===== src/rtl/cp_pingpong_ctrl_pkg.sv =====
// Shared constants and read-sequencer state encoding for the CP-removal ping-pong buffer.
package cp_pkg;
  localparam int LCP_DEF    = 16;
  localparam int NFFT_DEF   = 48;
  localparam int AW_DEF     = 6;
  localparam int SYMLEN_DEF = LCP_DEF + NFFT_DEF;

  typedef enum logic [1:0] {
    IDLE = 2'd0,
    READ = 2'd1,
    GAP  = 2'd2
  } rd_state_e;
endpackage


===== src/rtl/cp_pingpong_ctrl_if.sv =====
// Sample-stream and bank-control signals of the ping-pong controller.
// Optional CP_BACKOFF_EN adds BACKOFF_I.
interface cp_pingpong_ctrl_if #(parameter int AW = cp_pkg::AW_DEF);
  logic          DIN_I;
  logic          SYNC_I;
  logic          RD_RDY_I;
`ifdef CP_BACKOFF_EN
  logic [3:0]    BACKOFF_I;
`endif
  logic          WR_EN_O;
  logic          WR_BANK_O;
  logic [AW-1:0] WR_ADDR_O;
  logic          RD_BANK_O;
  logic [AW-1:0] RD_ADDR_O;
  logic          DVAL_O;
  logic          SOP_O;
  logic          EOP_O;
  logic [1:0]    FULL_O;
  logic          OVF_O;

  modport slave (
`ifdef CP_BACKOFF_EN
    input  BACKOFF_I,
`endif
    input  DIN_I, SYNC_I, RD_RDY_I,
    output WR_EN_O, WR_BANK_O, WR_ADDR_O, RD_BANK_O, RD_ADDR_O,
    output DVAL_O, SOP_O, EOP_O, FULL_O, OVF_O
  );

  modport master (
`ifdef CP_BACKOFF_EN
    output BACKOFF_I,
`endif
    output DIN_I, SYNC_I, RD_RDY_I,
    input  WR_EN_O, WR_BANK_O, WR_ADDR_O, RD_BANK_O, RD_ADDR_O,
    input  DVAL_O, SOP_O, EOP_O, FULL_O, OVF_O
  );
endinterface


===== src/rtl/cp_pingpong_ctrl_rd_seq.sv =====
// Read sequencer: streams one full bank to the FFT, then a one-cycle gap before the next bank.
module cp_rd_seq
  import cp_pkg::*;
#(
  parameter int NFFT = cp_pkg::NFFT_DEF,
  parameter int AW   = cp_pkg::AW_DEF
) (
  input  logic          CLK_I,
  input  logic          RST_I,
  input  logic          i_rd_rdy,
  input  logic [1:0]    i_full,
  output logic          o_rd_bank,
  output logic [AW-1:0] o_rd_addr,
  output logic          o_dval,
  output logic          o_sop,
  output logic          o_eop,
  output logic          o_release
);
  localparam logic [1:0]    ST_IDLE = IDLE;
  localparam logic [1:0]    ST_READ = READ;
  localparam logic [1:0]    ST_GAP  = GAP;
  localparam logic [AW-1:0] LAST    = AW'(NFFT - 1);

  logic [1:0]    r_state;
  logic [AW-1:0] r_addr;
  logic          r_bank;
  logic          r_dval, r_sop, r_eop;
  logic          w_issue, w_last;

  assign w_issue = (r_state == ST_READ);
  assign w_last  = w_issue && (r_addr == LAST);

  always_ff @(posedge CLK_I or negedge RST_I) begin
    if (!RST_I) begin
      r_state <= ST_IDLE;
      r_addr  <= '0;
      r_bank  <= 1'b0;
      r_dval  <= 1'b0;
      r_sop   <= 1'b0;
      r_eop   <= 1'b0;
    end else begin
      // Flags trail the address by one cycle to line up with synchronous RAM data.
      r_dval <= w_issue;
      r_sop  <= w_issue && (r_addr == '0);
      r_eop  <= w_last;
      case (r_state)
        ST_IDLE: begin
          r_addr <= '0;
          if (i_rd_rdy && i_full[r_bank]) r_state <= ST_READ;
        end
        ST_READ: begin
          if (w_last) begin
            r_state <= ST_GAP;
            r_addr  <= '0;
            r_bank  <= ~r_bank;
          end else begin
            r_addr <= r_addr + 1'b1;
          end
        end
        ST_GAP:  r_state <= ST_IDLE;
        default: r_state <= ST_IDLE;
      endcase
    end
  end

  assign o_rd_bank = r_bank;
  assign o_rd_addr = r_addr;
  assign o_dval    = r_dval;
  assign o_sop     = r_sop;
  assign o_eop     = r_eop;
  assign o_release = w_last;
endmodule


===== src/rtl/cp_pingpong_ctrl.sv =====
// CP-removal ping-pong sequencer: frames samples into symbols, writes useful samples into two banks,
// hands full banks to cp_rd_seq. Optional CP_BACKOFF_EN shifts the write window earlier into the CP.
module cp_pingpong_ctrl
  import cp_pkg::*;
#(
  parameter int LCP  = cp_pkg::LCP_DEF,
  parameter int NFFT = cp_pkg::NFFT_DEF,
  parameter int AW   = cp_pkg::AW_DEF
) (
  input  logic               CLK_I,
  input  logic               RST_I,
  cp_pingpong_ctrl_if.slave  bus
);
  localparam int SYMLEN = LCP + NFFT;
  localparam int CW     = $clog2(SYMLEN + 1);

  logic [CW-1:0] r_cnt, r_b;
  logic          r_drop, r_wr_bank;
  logic [1:0]    r_full;
  logic [CW-1:0] w_cnt, w_b_in, w_b, w_lo, w_off;
  logic [1:0]    w_rel_mask, w_set_mask, w_full_eff;
  logic          w_sym0, w_in_win, w_drop, w_wr_en, w_done, w_ovf, w_release, w_rd_bank;

  // A SYNC_I-qualified sample restarts the symbol at count 0.
  assign w_cnt  = (bus.DIN_I && bus.SYNC_I) ? '0 : r_cnt;
  assign w_sym0 = bus.DIN_I && (w_cnt == '0);

`ifdef CP_BACKOFF_EN
  assign w_b_in = (CW'(bus.BACKOFF_I) > CW'(LCP)) ? CW'(LCP) : CW'(bus.BACKOFF_I);
`else
  assign w_b_in = '0;
`endif

  assign w_b      = w_sym0 ? w_b_in : r_b;
  assign w_lo     = CW'(LCP) - w_b;
  assign w_off    = w_cnt - w_lo;
  assign w_in_win = (w_cnt >= w_lo) && (w_off < CW'(NFFT));

  // A bank released by the reader this cycle counts as free for the overrun decision.
  assign w_rel_mask = w_release ? (w_rd_bank ? 2'b10 : 2'b01) : 2'b00;
  assign w_full_eff = r_full & ~w_rel_mask;
  assign w_ovf      = w_sym0 && w_full_eff[r_wr_bank];
  assign w_drop     = w_sym0 ? w_full_eff[r_wr_bank] : r_drop;

  assign w_wr_en    = bus.DIN_I && w_in_win && !w_drop;
  assign w_done     = w_wr_en && (w_off == CW'(NFFT - 1));
  assign w_set_mask = w_done ? (r_wr_bank ? 2'b10 : 2'b01) : 2'b00;

  always_ff @(posedge CLK_I or negedge RST_I) begin
    if (!RST_I) begin
      r_cnt     <= '0;
      r_b       <= '0;
      r_drop    <= 1'b0;
      r_wr_bank <= 1'b0;
      r_full    <= 2'b00;
    end else begin
      if (bus.DIN_I) r_cnt <= (w_cnt == CW'(SYMLEN - 1)) ? '0 : w_cnt + 1'b1;
      if (w_sym0) begin
        r_b    <= w_b_in;
        r_drop <= w_full_eff[r_wr_bank];
      end
      if (w_done) r_wr_bank <= ~r_wr_bank;
      r_full <= (r_full & ~w_rel_mask) | w_set_mask;
    end
  end

  cp_rd_seq #(.NFFT(NFFT), .AW(AW)) u_rd_seq (
    .CLK_I     (CLK_I),
    .RST_I     (RST_I),
    .i_rd_rdy  (bus.RD_RDY_I),
    .i_full    (r_full),
    .o_rd_bank (w_rd_bank),
    .o_rd_addr (bus.RD_ADDR_O),
    .o_dval    (bus.DVAL_O),
    .o_sop     (bus.SOP_O),
    .o_eop     (bus.EOP_O),
    .o_release (w_release)
  );

  assign bus.WR_EN_O   = w_wr_en;
  assign bus.WR_BANK_O = r_wr_bank;
  assign bus.WR_ADDR_O = w_in_win ? w_off[AW-1:0] : '0;
  assign bus.RD_BANK_O = w_rd_bank;
  assign bus.FULL_O    = r_full;
  assign bus.OVF_O     = w_ovf;
endmodule

===== src/flat_wrapper.sv =====
// flat-port wrapper written by rule: the top's interface ports become plain ports
module cp_pingpong_ctrl_flat import cp_pkg::*;
#(
  parameter int LCP  = cp_pkg::LCP_DEF,
  parameter int NFFT = cp_pkg::NFFT_DEF,
  parameter int AW   = cp_pkg::AW_DEF
)
  (CLK_I, RST_I, bus_DIN_I, bus_SYNC_I, bus_RD_RDY_I, bus_WR_EN_O, bus_WR_BANK_O, bus_WR_ADDR_O, bus_RD_BANK_O, bus_RD_ADDR_O, bus_DVAL_O, bus_SOP_O, bus_EOP_O, bus_FULL_O, bus_OVF_O);
  cp_pingpong_ctrl_if #(.AW(AW)) bus_i ();
  input  logic CLK_I;
  input  logic RST_I;
  input wire logic [$bits(bus_i.DIN_I)-1:0] bus_DIN_I;
  input wire logic [$bits(bus_i.SYNC_I)-1:0] bus_SYNC_I;
  input wire logic [$bits(bus_i.RD_RDY_I)-1:0] bus_RD_RDY_I;
  output wire logic [$bits(bus_i.WR_EN_O)-1:0] bus_WR_EN_O;
  output wire logic [$bits(bus_i.WR_BANK_O)-1:0] bus_WR_BANK_O;
  output wire logic [$bits(bus_i.WR_ADDR_O)-1:0] bus_WR_ADDR_O;
  output wire logic [$bits(bus_i.RD_BANK_O)-1:0] bus_RD_BANK_O;
  output wire logic [$bits(bus_i.RD_ADDR_O)-1:0] bus_RD_ADDR_O;
  output wire logic [$bits(bus_i.DVAL_O)-1:0] bus_DVAL_O;
  output wire logic [$bits(bus_i.SOP_O)-1:0] bus_SOP_O;
  output wire logic [$bits(bus_i.EOP_O)-1:0] bus_EOP_O;
  output wire logic [$bits(bus_i.FULL_O)-1:0] bus_FULL_O;
  output wire logic [$bits(bus_i.OVF_O)-1:0] bus_OVF_O;
  assign bus_i.DIN_I = bus_DIN_I;
  assign bus_i.SYNC_I = bus_SYNC_I;
  assign bus_i.RD_RDY_I = bus_RD_RDY_I;
  assign bus_WR_EN_O = bus_i.WR_EN_O;
  assign bus_WR_BANK_O = bus_i.WR_BANK_O;
  assign bus_WR_ADDR_O = bus_i.WR_ADDR_O;
  assign bus_RD_BANK_O = bus_i.RD_BANK_O;
  assign bus_RD_ADDR_O = bus_i.RD_ADDR_O;
  assign bus_DVAL_O = bus_i.DVAL_O;
  assign bus_SOP_O = bus_i.SOP_O;
  assign bus_EOP_O = bus_i.EOP_O;
  assign bus_FULL_O = bus_i.FULL_O;
  assign bus_OVF_O = bus_i.OVF_O;
  cp_pingpong_ctrl #(.LCP(LCP), .NFFT(NFFT), .AW(AW)) u_core (.CLK_I(CLK_I), .RST_I(RST_I), .bus(bus_i));
endmodule

===== config.mk =====
export PLATFORM = sky130hd
export DESIGN_NAME = cp_pingpong_ctrl_flat
export DESIGN_NICKNAME = d
export VERILOG_FILES = /design/src/rtl/cp_pingpong_ctrl_pkg.sv /design/src/rtl/cp_pingpong_ctrl_if.sv /design/src/rtl/cp_pingpong_ctrl_rd_seq.sv /design/src/rtl/cp_pingpong_ctrl.sv /design/src/flat_wrapper.sv
export SDC_FILE = /design/constraint.sdc
export NUM_CORES = 1
export LEC_CHECK = 0
export BUFFER_PORTS_ARGS = -buffer_cell sky130_fd_sc_hd__buf_2
export CORE_ASPECT_RATIO = 0.5
export CORE_MARGIN = 2
export CORE_UTILIZATION = 40
export CTS_BUF_LIST = sky130_fd_sc_hd__clkbuf_8
export DETAILED_ROUTE_END_ITERATION = 8
export HOLD_SLACK_MARGIN = 0.06
export PLACE_DENSITY = 0.56
export SLEW_MARGIN = 40
export SYNTH_ARGS = -nofsm -noshare
export SYNTH_HDL_FRONTEND = slang
export SYNTH_SLANG_ARGS = --single-unit
export TNS_END_PERCENT = 50

===== constraint.sdc =====
create_clock -name CLK_I -period 4.11 [get_ports CLK_I]
set_input_delay 0.2055 -clock CLK_I [delete_from_list [all_inputs] [get_ports CLK_I]]
set_output_delay 0.2055 -clock CLK_I [all_outputs]
set_load 0.1 [all_outputs]

==> results.cfg, run 1 <==
[outcome]
status = finished, final reports clean

[die]
coreArea_um2 = 4550
dieArea_um2 = 5500
initial_utilization_pct = 43.0
die_h_um = 53.5
rows = 17
pin_count = 26
die_x_um = 103

[drt]
via_per_inst = 5.16
wl_um = 4090
first_iter_violations = 68
dr.pass1.iters = 4
drc_errors = 0
wire_per_inst_um = 13.3
vias = 1583
ant_nets = 0

[cells_and_area]
final_common_cell = dfrtp_1
nFillCells = 444
diodes = 0
seqCellArea_um2 = 751
area_delta_synth_final_pct = 27.2
final_layout_size_suffix_gt1_share_pct = 31.1
multiInputGateArea_um2 = 1200
final_cell_mix = dfrtp_1 (30), nand2_1 (19), buf_2 (18), inv_1 (15), ha_1 (10)
nNetsFinal = 258
final_util_pct = 54.7
finalInstanceArea_um2 = 2490
fin_cells = 307

[cts]
clock_path_buffers = 2
cts_tree = yes
cts_root_buf = clkbuf_8
numCtsBuffers = 5
cts_num_sinks = 30
clk_pin_slew_ns = 0.06
h-tree-depth = 2
clk_latency_ns = 0.28

[yosys]
syn_area_um2 = 1960
synth_area_leader_cell = dfrtp_1
synth_fp_nets = 221
synthArstFlopShare_pct = 100
synth_edf_count = 0
ys_seq_area_share_pct = 38.4
yosysTopAreaCellShare_pct = 38.4
ys_warn_count = 0
synth_cell_type_count = 59
ys.flop_type = dfrtp_1
syn_area_per_cell_um2 = 9.64
netlist_instances = 203
synth_top_cells_by_area = dfrtp_1 (38%), ha_1 (7.7%), nand2_1 (4.2%)
yosys_register_bits = 30

[sta]
relSlewSlack_pct = 55.2
hold_viol_final = 0
period_share_pct = 96.4
finClkSkew_ns = 0.00371
setup_viol_count_final = 0
tightest_slew_ns = 0.672
setup_ws_ns = 0.147
fin_crit_ns = 3.96
drv_slew = 0
fmax_mhz = 252

[place]
gp_congestion = 0.796
dp.cells = 294
dp_hpwl_um = 3010
placed_area_um2 = 2280
pre_cts_ws_ns = 0.138
placement.io_buffers = 25

[global_route]
grt_overflow = 0
top_usage_layer = met2
antenna_found_initial = 0
grt_max_degree = 31
grt_util_all_layers_pct = 16.9
grt_use_met1_pct = 22.6
grt_use_met2_pct = 26.7
grt_pass1_wl_um = 6970
grt_pass1_vias = 1522
grt_util_met3_pct = 3.96

[setup_path]
startpoint_type = register
crit_type = reg2out
crit_arrival_ns = 3.76
cp.required_ns = 3.90
cp_max_fo = 6
end_kind = output pin

[power_and_ir_drop]
max-vdd-ir-drop_v = 0.000440
p_per_area_nw_per_um2 = 476
p_leak_nw = 1.21
p_total_mw = 1.18

[run]
max_cap_violations = 0

[worst_hold_path]
hold_class = in2reg
==> worst paths after layout <==
check,from,to,slack (ns),depth (start not counted)
max,u_core.r_cnt[0],bus_WR_ADDR_O[3],0.15,17
min,bus_DIN_I,u_core.r_cnt[6],0.32,3
max reg2reg,u_core.r_cnt[0],u_core.bus.WR_BANK_O,0.60,16
min reg2reg,u_core.r_drop,u_core.r_drop,0.49,2
max in group asynchronous,RST_I,u_core.r_cnt[0],3.17,2
min in group asynchronous,RST_I,u_core.u_rd_seq.o_rd_addr[0],0.50,2
==> where the power goes <==
group,internal (mW),switching (mW),total (mW),leakage [nW]
logic,0.161,0.383,0.544,0.770
registers,0.341,0.0597,0.400,0.390
clock network,0.132,0.108,0.240,0.0524
total,0.634,0.550,1.18,1.21
==> cell usage after synthesis (2+ instances only) <==
cell	n
nor3b_1	2
nand2b_1	3
o21ai_0	9
o31ai_1	2
xnor2_1	7
or4_4	2
ha_1	12
nor3_1	6
o21ai_1	3
inv_2	2
and3_1	4
mux2i_1	4
and2_1	8
mux2_2	2
buf_2	2
a32o_1	2
xor2_1	3
nand3b_1	2
dfrtp_1	30
and4_1	2
nand2_1	22
o2bb2ai_1	2
nor2_1	12
a21boi_0	2
inv_1	14
a21oi_1	5
o21a_1	2
nand3_1	6
==> cell type report <==
class,count,share of cell area (%)
clock buffer,6,3.32
clock inverter,2,0.352
inverter,17,2.56
multi-input combinational,152,48.2
sequential,30,30.2
tap,66,3.32
timing repair buffer,34,12.1
==> flip-flops by register name, indices dropped and copies added, names as in the netlist <==
name and flops:
u_core.r_b 7, u_core.r_cnt 7, u_core.u_rd_seq.o_rd_addr 6, u_core.bus.FULL_O 2
u_core.u_rd_seq.r_state 2, u_core.bus.WR_BANK_O 1, u_core.r_drop 1, u_core.u_rd_seq.o_dval 1
u_core.u_rd_seq.o_eop 1, u_core.u_rd_seq.o_rd_bank 1, u_core.u_rd_seq.o_sop 1
==> timing repair <==
action                                  in CTS  in global routing
endpoints found under the setup margin       0                  7
gates resized for setup                      0                 17
endpoints found under the hold margin       30                  0
hold buffers                                 1                  0
setup buffers                                0                  4
==> through the flow <==
step                hold slack (ns)  TNS (ns)
global placement              0.279         0
CTS                           0.300         0
finish                        0.318         0
floorplan                   -0.0901     -2.63
detailed placement            0.287         0
global route                  0.334    -0.154
==> critical path, stage by stage (launching register included) <==
cell	delay, ns
dfrtp_1	0.40
nand2_1	0.12
ha_2	0.20
nor4bb_4	0.20
a32oi_2	0.13
buf_4	0.19
nand2_2	0.11
inv_1	0.08
nor3_2	0.19
xnor2_1	0.16
ha_1	0.31
nand3_2	0.10
a21oi_2	0.04
or4_4	0.52
o2bb2ai_1	0.14
o21bai_4	0.22
nor3_4	0.16
buf_12	0.20
==> routing by layer <==
metal  up-vias  part of all wire (%)
met5         -                     0
met4         0                  0.34
met3         2                   3.4
met2        26                    46
met1       764                    51
li1        791                     -
==> cells by family (layout without fill, tap and decap cells) <==
family / Yosys count / count (layout) / share of synthesized area (%)
xor+xnor: 11 / 11 / 5.31
simple gates: 80 / 80 / 24.2
compound gates: 42 / 42 / 15.9
flops: 30 / 30 / 38.4
buf+inv: 21 / 59 / 4.35
fa+ha+maj: 13 / 13 / 8.70
mux: 6 / 6 / 3.20
No activity file was read; power rests on OpenSTA's default activity.
==> run 2: changes to the inputs <==
SYNTH_HIERARCHICAL = 1   (was default)
==> results.cfg, run 2 <==
[outcome]
status = finished, final reports clean

[power_and_ir_drop]
p_sw_uw = 225
p_sw_share_pct = 30.1
seq_power_share_pct = 42.9
max-vdd-ir-drop_v = 0.000133
p_total_uw = 747
p_per_area_nw_per_um2 = 316
power_frac_clock_pct = 33.3
power_frac_comb_pct = 23.7
p_int_uw = 522
p_leak_nw = 1.10

[cells_and_area]
final_layout_size_suffix_gt1_share_pct = 22.1
finalInstanceArea_um2 = 2360
final_cell_mix = dfrtp_1 (28), nand2_1 (21), buf_2 (20), inv_1 (17)
area_delta_synth_final_pct = 24.0
nNetsFinal = 257
diodes = 0
final_common_cell = dfrtp_1

[sta]
hold_ws_ns = 0.199
rsz0062_at_grt = no
period_share_pct = 91.4
tightest_slew_ns = 0.682
finClkSkew_ns = 0.00475
relSlewSlack_pct = 54.5
fmax_mhz = 266
fin_crit_ns = 3.76
setup_viol_count_final = 0
hold_viol_final = 0
drv_slew = 0

[place]
dp_hpwl_um = 3110
gp_congestion = 0.853
placement.io_buffers = 25
placed_area_um2 = 2200

[yosys]
synth_edf_count = 0
synth_cell_type_count = 46
syn_area_um2 = 1910
yosys_register_bits = 30
yosysTopAreaCellShare_pct = 39.4
netlist_instances = 205
synthArstFlopShare_pct = 100
synth_common_cells = dfrtp_1 (30), nand2_1 (21), inv_1 (17), ha_1 (12), o21ai_0 (12)
synth_fp_nets = 223
synth_area_leader_cell = dfrtp_1
synth.most_common_cell = dfrtp_1
ys.flop_type = dfrtp_1
ys_seq_area_share_pct = 39.4
synth_top_cells_by_area = dfrtp_1 (39%), ha_1 (7.9%), nand2_1 (4.1%)
syn_area_per_cell_um2 = 9.30
ys_warn_count = 6

[cts]
clk_latency_ns = 0.28
clock_path_buffers = 2
clk_pin_slew_ns = 0.07
h-tree-depth = 2
cts_tree = yes
cts_root_buf = clkbuf_8
cts_num_sinks = 30
numCtsBuffers = 5

[global_route]
grt_pass1_vias = 1485
grt_pass1_wl_um = 7020
grt_max_degree = 31
grt_overflow = 0
grt_util_all_layers_pct = 17.3
antenna_found_initial = 0

[drt]
dr.pass1.iters = 4
vias = 1558
drc_errors = 0
ant_nets = 0
wl_um = 4090
first_iter_violations = 63
wire_per_inst_um = 13.4
via_per_inst = 5.09

[die]
initial_utilization_pct = 42.5
die_x_um = 102
pin_count = 26
dieArea_um2 = 5370
coreArea_um2 = 4490
die_h_um = 52.8
rows = 17

[setup_path]
crit_arrival_ns = 3.55
cp.required_ns = 3.90
crit_type = reg2out
cp_max_fo = 7
startpoint_type = register
end_kind = output pin

[run]
max_cap_violations = 0

[worst_hold_path]
hold_class = in2reg
==> run 2: cell types whose count changed in the layout (fill, tap and decap cells not counted), sizes merged, moves of 3 or more <==
cell,delta
a21o,+3
a21oi,+5
and3,-3
buf,-3
nor2,-5
o21ai,+5
==> run 2: power groups by stage <==
stage               clock network [mW]  logic, mW  registers [mW]
floorplan                            0      0.121           0.322
global placement                     0      0.156           0.326
detailed placement                   0      0.156           0.326
CTS                              0.260      0.158           0.320
global route                     0.270      0.200           0.323
finish                           0.249      0.177           0.321
==> run 2: cells by family (layout without fill, tap and decap cells) <==
group           count (synthesis)  count (layout)  share of synthesized area, %
compound gates                 50              50                          17.1
flops                          30              30                          39.4
simple gates                   74              74                          22.0
fa+ha+maj                      13              13                          8.92
buf+inv                        21              56                          4.27
mux                             6               6                          3.28
xor+xnor                       11              11                          5.05
==> run 2: cell type report <==
| type | count | area, um2 |
|---|---|---|
| flip-flops and latches | 30 | 753 |
| multi-input cells | 154 | 1120 |
| fillers | 416 | 2120 |
| inverters | 17 | 63.8 |
| clock buffers | 6 | 82.6 |
| clock inverters | 2 | 12.5 |
| repair buffers | 31 | 248 |
| well taps | 66 | 82.6 |
==> run 2: timing repair <==
| item | 4_1_cts | 5_1_grt |
|---|---|---|
| setup endpoints to repair | 0 | 7 |
| gates resized for setup | 0 | 7 |
| hold endpoints to repair | 30 | 0 |
| setup buffers | 0 | 4 |
| hold buffers | 1 | 0 |
==> run 2: metrics by stage <==
stage | TNS (ns) | setup slack, ns | std cells | utilization [%]
final | 0 | 0.353 | 306 | 52.7
after global routing | 0 | 0.00470 | 306 | 52.7
after CTS | 0 | 0.0717 | 302 | 51.3
after detailed placement | 0 | 0.291 | 293 | 49.0
after global placement | 0 | 0.408 | 293 | 49.0
after floorplan | -2.16 | -0.448 | 205 | -
==> run 2: path summary, 6_finish.rpt <==
path	slack, ns	cells past startpoint	end	from
min reg2reg	0.52	1	u_core/r_b[6]	u_core/r_b[6]
min in group asynchronous	0.51	2	u_core/u_rd_seq/o_rd_addr[0]	RST_I
max	0.35	16	bus_WR_EN_O	u_core/r_cnt[3]
max reg2reg	0.61	16	u_core/bus.FULL_O[1]	u_core/r_cnt[3]
min	0.20	3	u_core/u_rd_seq/r_state[0]	bus_RD_RDY_I
max in group asynchronous	3.12	2	u_core/r_cnt[2]	RST_I
==> run 2: layer usage <==
| metal | up-vias | global-route usage, % | wire length, um |
|---|---|---|---|
| met4 | 0 | 4.05 | 0 |
| met1 | 740 | 24.6 | 2090 |
| met3 | 0 | 5.20 | 172 |
| li1 | 790 | - | - |
| met5 | - | 0 | 0 |
| met2 | 28 | 25.5 | 1830 |
==> run 2: critical path: stages, from the launching register on <==
cell,delay [ns]
dfrtp_2,0.46
nor4_4,0.28
o2111ai_2,0.17
nand2_1,0.13
ha_1,0.19
nand2_1,0.09
nand3_1,0.08
o21ai_0,0.08
a31oi_1,0.18
ha_1,0.30
o21ai_0,0.10
o21bai_1,0.12
a2111oi_2,0.34
a31oi_2,0.12
a21o_4,0.25
nor3_4,0.20
buf_12,0.20
==> run 3: changes to the inputs <==
CORE_UTILIZATION = 53   (was 40)
CTS_CLUSTER_DIAMETER = 150   (was default)
PLACE_DENSITY = 0.71   (was 0.56)
REMOVE_ABC_BUFFERS = 1   (was default)
==> results.cfg, run 3 (synthesis gave the netlist of run 2 again) <==
[cells_and_area]
area_delta_synth_final_pct = 20.7
diodes = 0
final_common_cell = dfrtp_1
final_cell_mix = dfrtp_1 (28), nand2_1 (21), inv_1 (18), buf_2 (18), o21ai_0 (12)
nNetsFinal = 254
multiInputGateArea_um2 = 1110
nFillCells = 286
final_layout_size_suffix_gt1_share_pct = 19.0
fin_cells = 288
seqCellArea_um2 = 753

[place]
pre_cts_ws_ns = 0.175
placement.io_buffers = 25
gp_congestion = 0.934
dp_hpwl_um = 2960
dp.cells = 278

[sta]
setup_viol_count_final = 0
hold_ws_ns = 0.195
period_share_pct = 94.1
fin_crit_ns = 3.87
hold_viol_final = 0
tightest_slew_ns = 0.682
fmax_mhz = 258
finClkSkew_ns = 0.00600
drv_slew = 0
tns_ns = 0
rsz0062_at_grt = yes
setup_ws_ns = 0.241
relSlewSlack_pct = 53.9

[die]
coreArea_um2 = 3430
initial_utilization_pct = 55.5
die_h_um = 46.4
dieArea_um2 = 4120
pin_count = 26
rows = 15
die_x_um = 88.8

[drt]
wire_per_inst_um = 13.8
drc_errors = 0
first_iter_violations = 106
via_per_inst = 5.54
dr.pass1.iters = 4
ant_nets = 0
wl_um = 3970
vias = 1596

[power_and_ir_drop]
p_leak_nw = 1.08
p_total_uw = 723
max-vdd-ir-drop_v = 0.000189
p_per_area_nw_per_um2 = 314

[global_route]
antenna_found_initial = 0
grt_util_all_layers_pct = 21.2
grt_pass1_wl_um = 6420
grt_pass1_vias = 1429
grt_overflow = 0
grt_max_degree = 31

[cts]
clk_latency_ns = 0.28
post_cts_buffers = 0
cts_num_sinks = 30
cts_root_buf = clkbuf_8
h-tree-depth = 2
clock_path_buffers = 2
cts_tree = yes
numCtsBuffers = 5
clk_pin_slew_ns = 0.06

[worst_hold_path]
hold_class = in2reg

[setup_path]
startpoint_type = register
end_kind = output pin
crit_type = reg2out
r2r_slack_ns = 0.64
cp_max_fo = 7
cp.required_ns = 3.90
crit_arrival_ns = 3.66

[outcome]
status = finished, final reports clean

[run]
max_cap_violations = 0
run 3: layout make-up:
type	count	area share [%]
multi-input cells	155	48.1
repair buffers	27	9.68
clock inverters	2	0.381
inverters	17	2.77
flip-flops and latches	30	32.7
clock buffers	6	3.59
well taps	51	2.77
run 3: stage by stage:
step           area (um2)  util, %
2_1_floorplan        1890        -
3_3_place_gp         2160     62.9
3_5_place_dp         2160     62.9
4_1_cts              2260     65.9
5_1_grt              2300     67.0
6_report             2300     67.0
run 3: routing by layer:
layer | vias to the layer above | wire length (um) | global-route usage (%)
met5 | - | 0 | 0
met4 | 0 | 57 | 7.58
met3 | 9 | 162 | 5.38
met2 | 39 | 1820 | 33.4
met1 | 762 | 1930 | 28.8
li1 | 786 | - | -
run 3: path summary, 6_finish.rpt:
| check | startpoint | to | depth (start not counted) |
|---|---|---|---|
| min | bus_RD_RDY_I | u_core/u_rd_seq/r_state[0] | 3 |
| max | u_core/r_cnt[2] | bus_WR_ADDR_O[0] | 14 |
| max in group asynchronous | RST_I | u_core/r_cnt[2] | 2 |
| max reg2reg | u_core/r_cnt[2] | u_core/bus.FULL_O[1] | 13 |
| min in group asynchronous | RST_I | u_core/u_rd_seq/o_rd_addr[2] | 2 |
| min reg2reg | u_core/r_b[6] | u_core/r_b[6] | 1 |
run 3: where the power goes:
part	switching, mW	internal [mW]
Combinational	0.0911	0.0724
Clock	0.104	0.132
Sequential	0.0158	0.307
run 3: worst max-delay path: stages (launching register included):
cell and delay (ns):
dfrtp_2 0.45, nor4_4 0.32, o2111ai_2 0.23, nand2_1 0.15, ha_1 0.20, inv_1 0.07, xnor2_1 0.18, ha_2 0.35
a211oi_2 0.19, o21bai_1 0.13, a2111oi_2 0.35, a31oi_2 0.12, a21o_1 0.24, nor2_1 0.19, buf_12 0.21
run 3: timing repair:
item,in CTS,in global routing
hold buffers,1,0
endpoints found under the hold margin,30,0
resized for setup,0,10
setup endpoints to repair,0,7
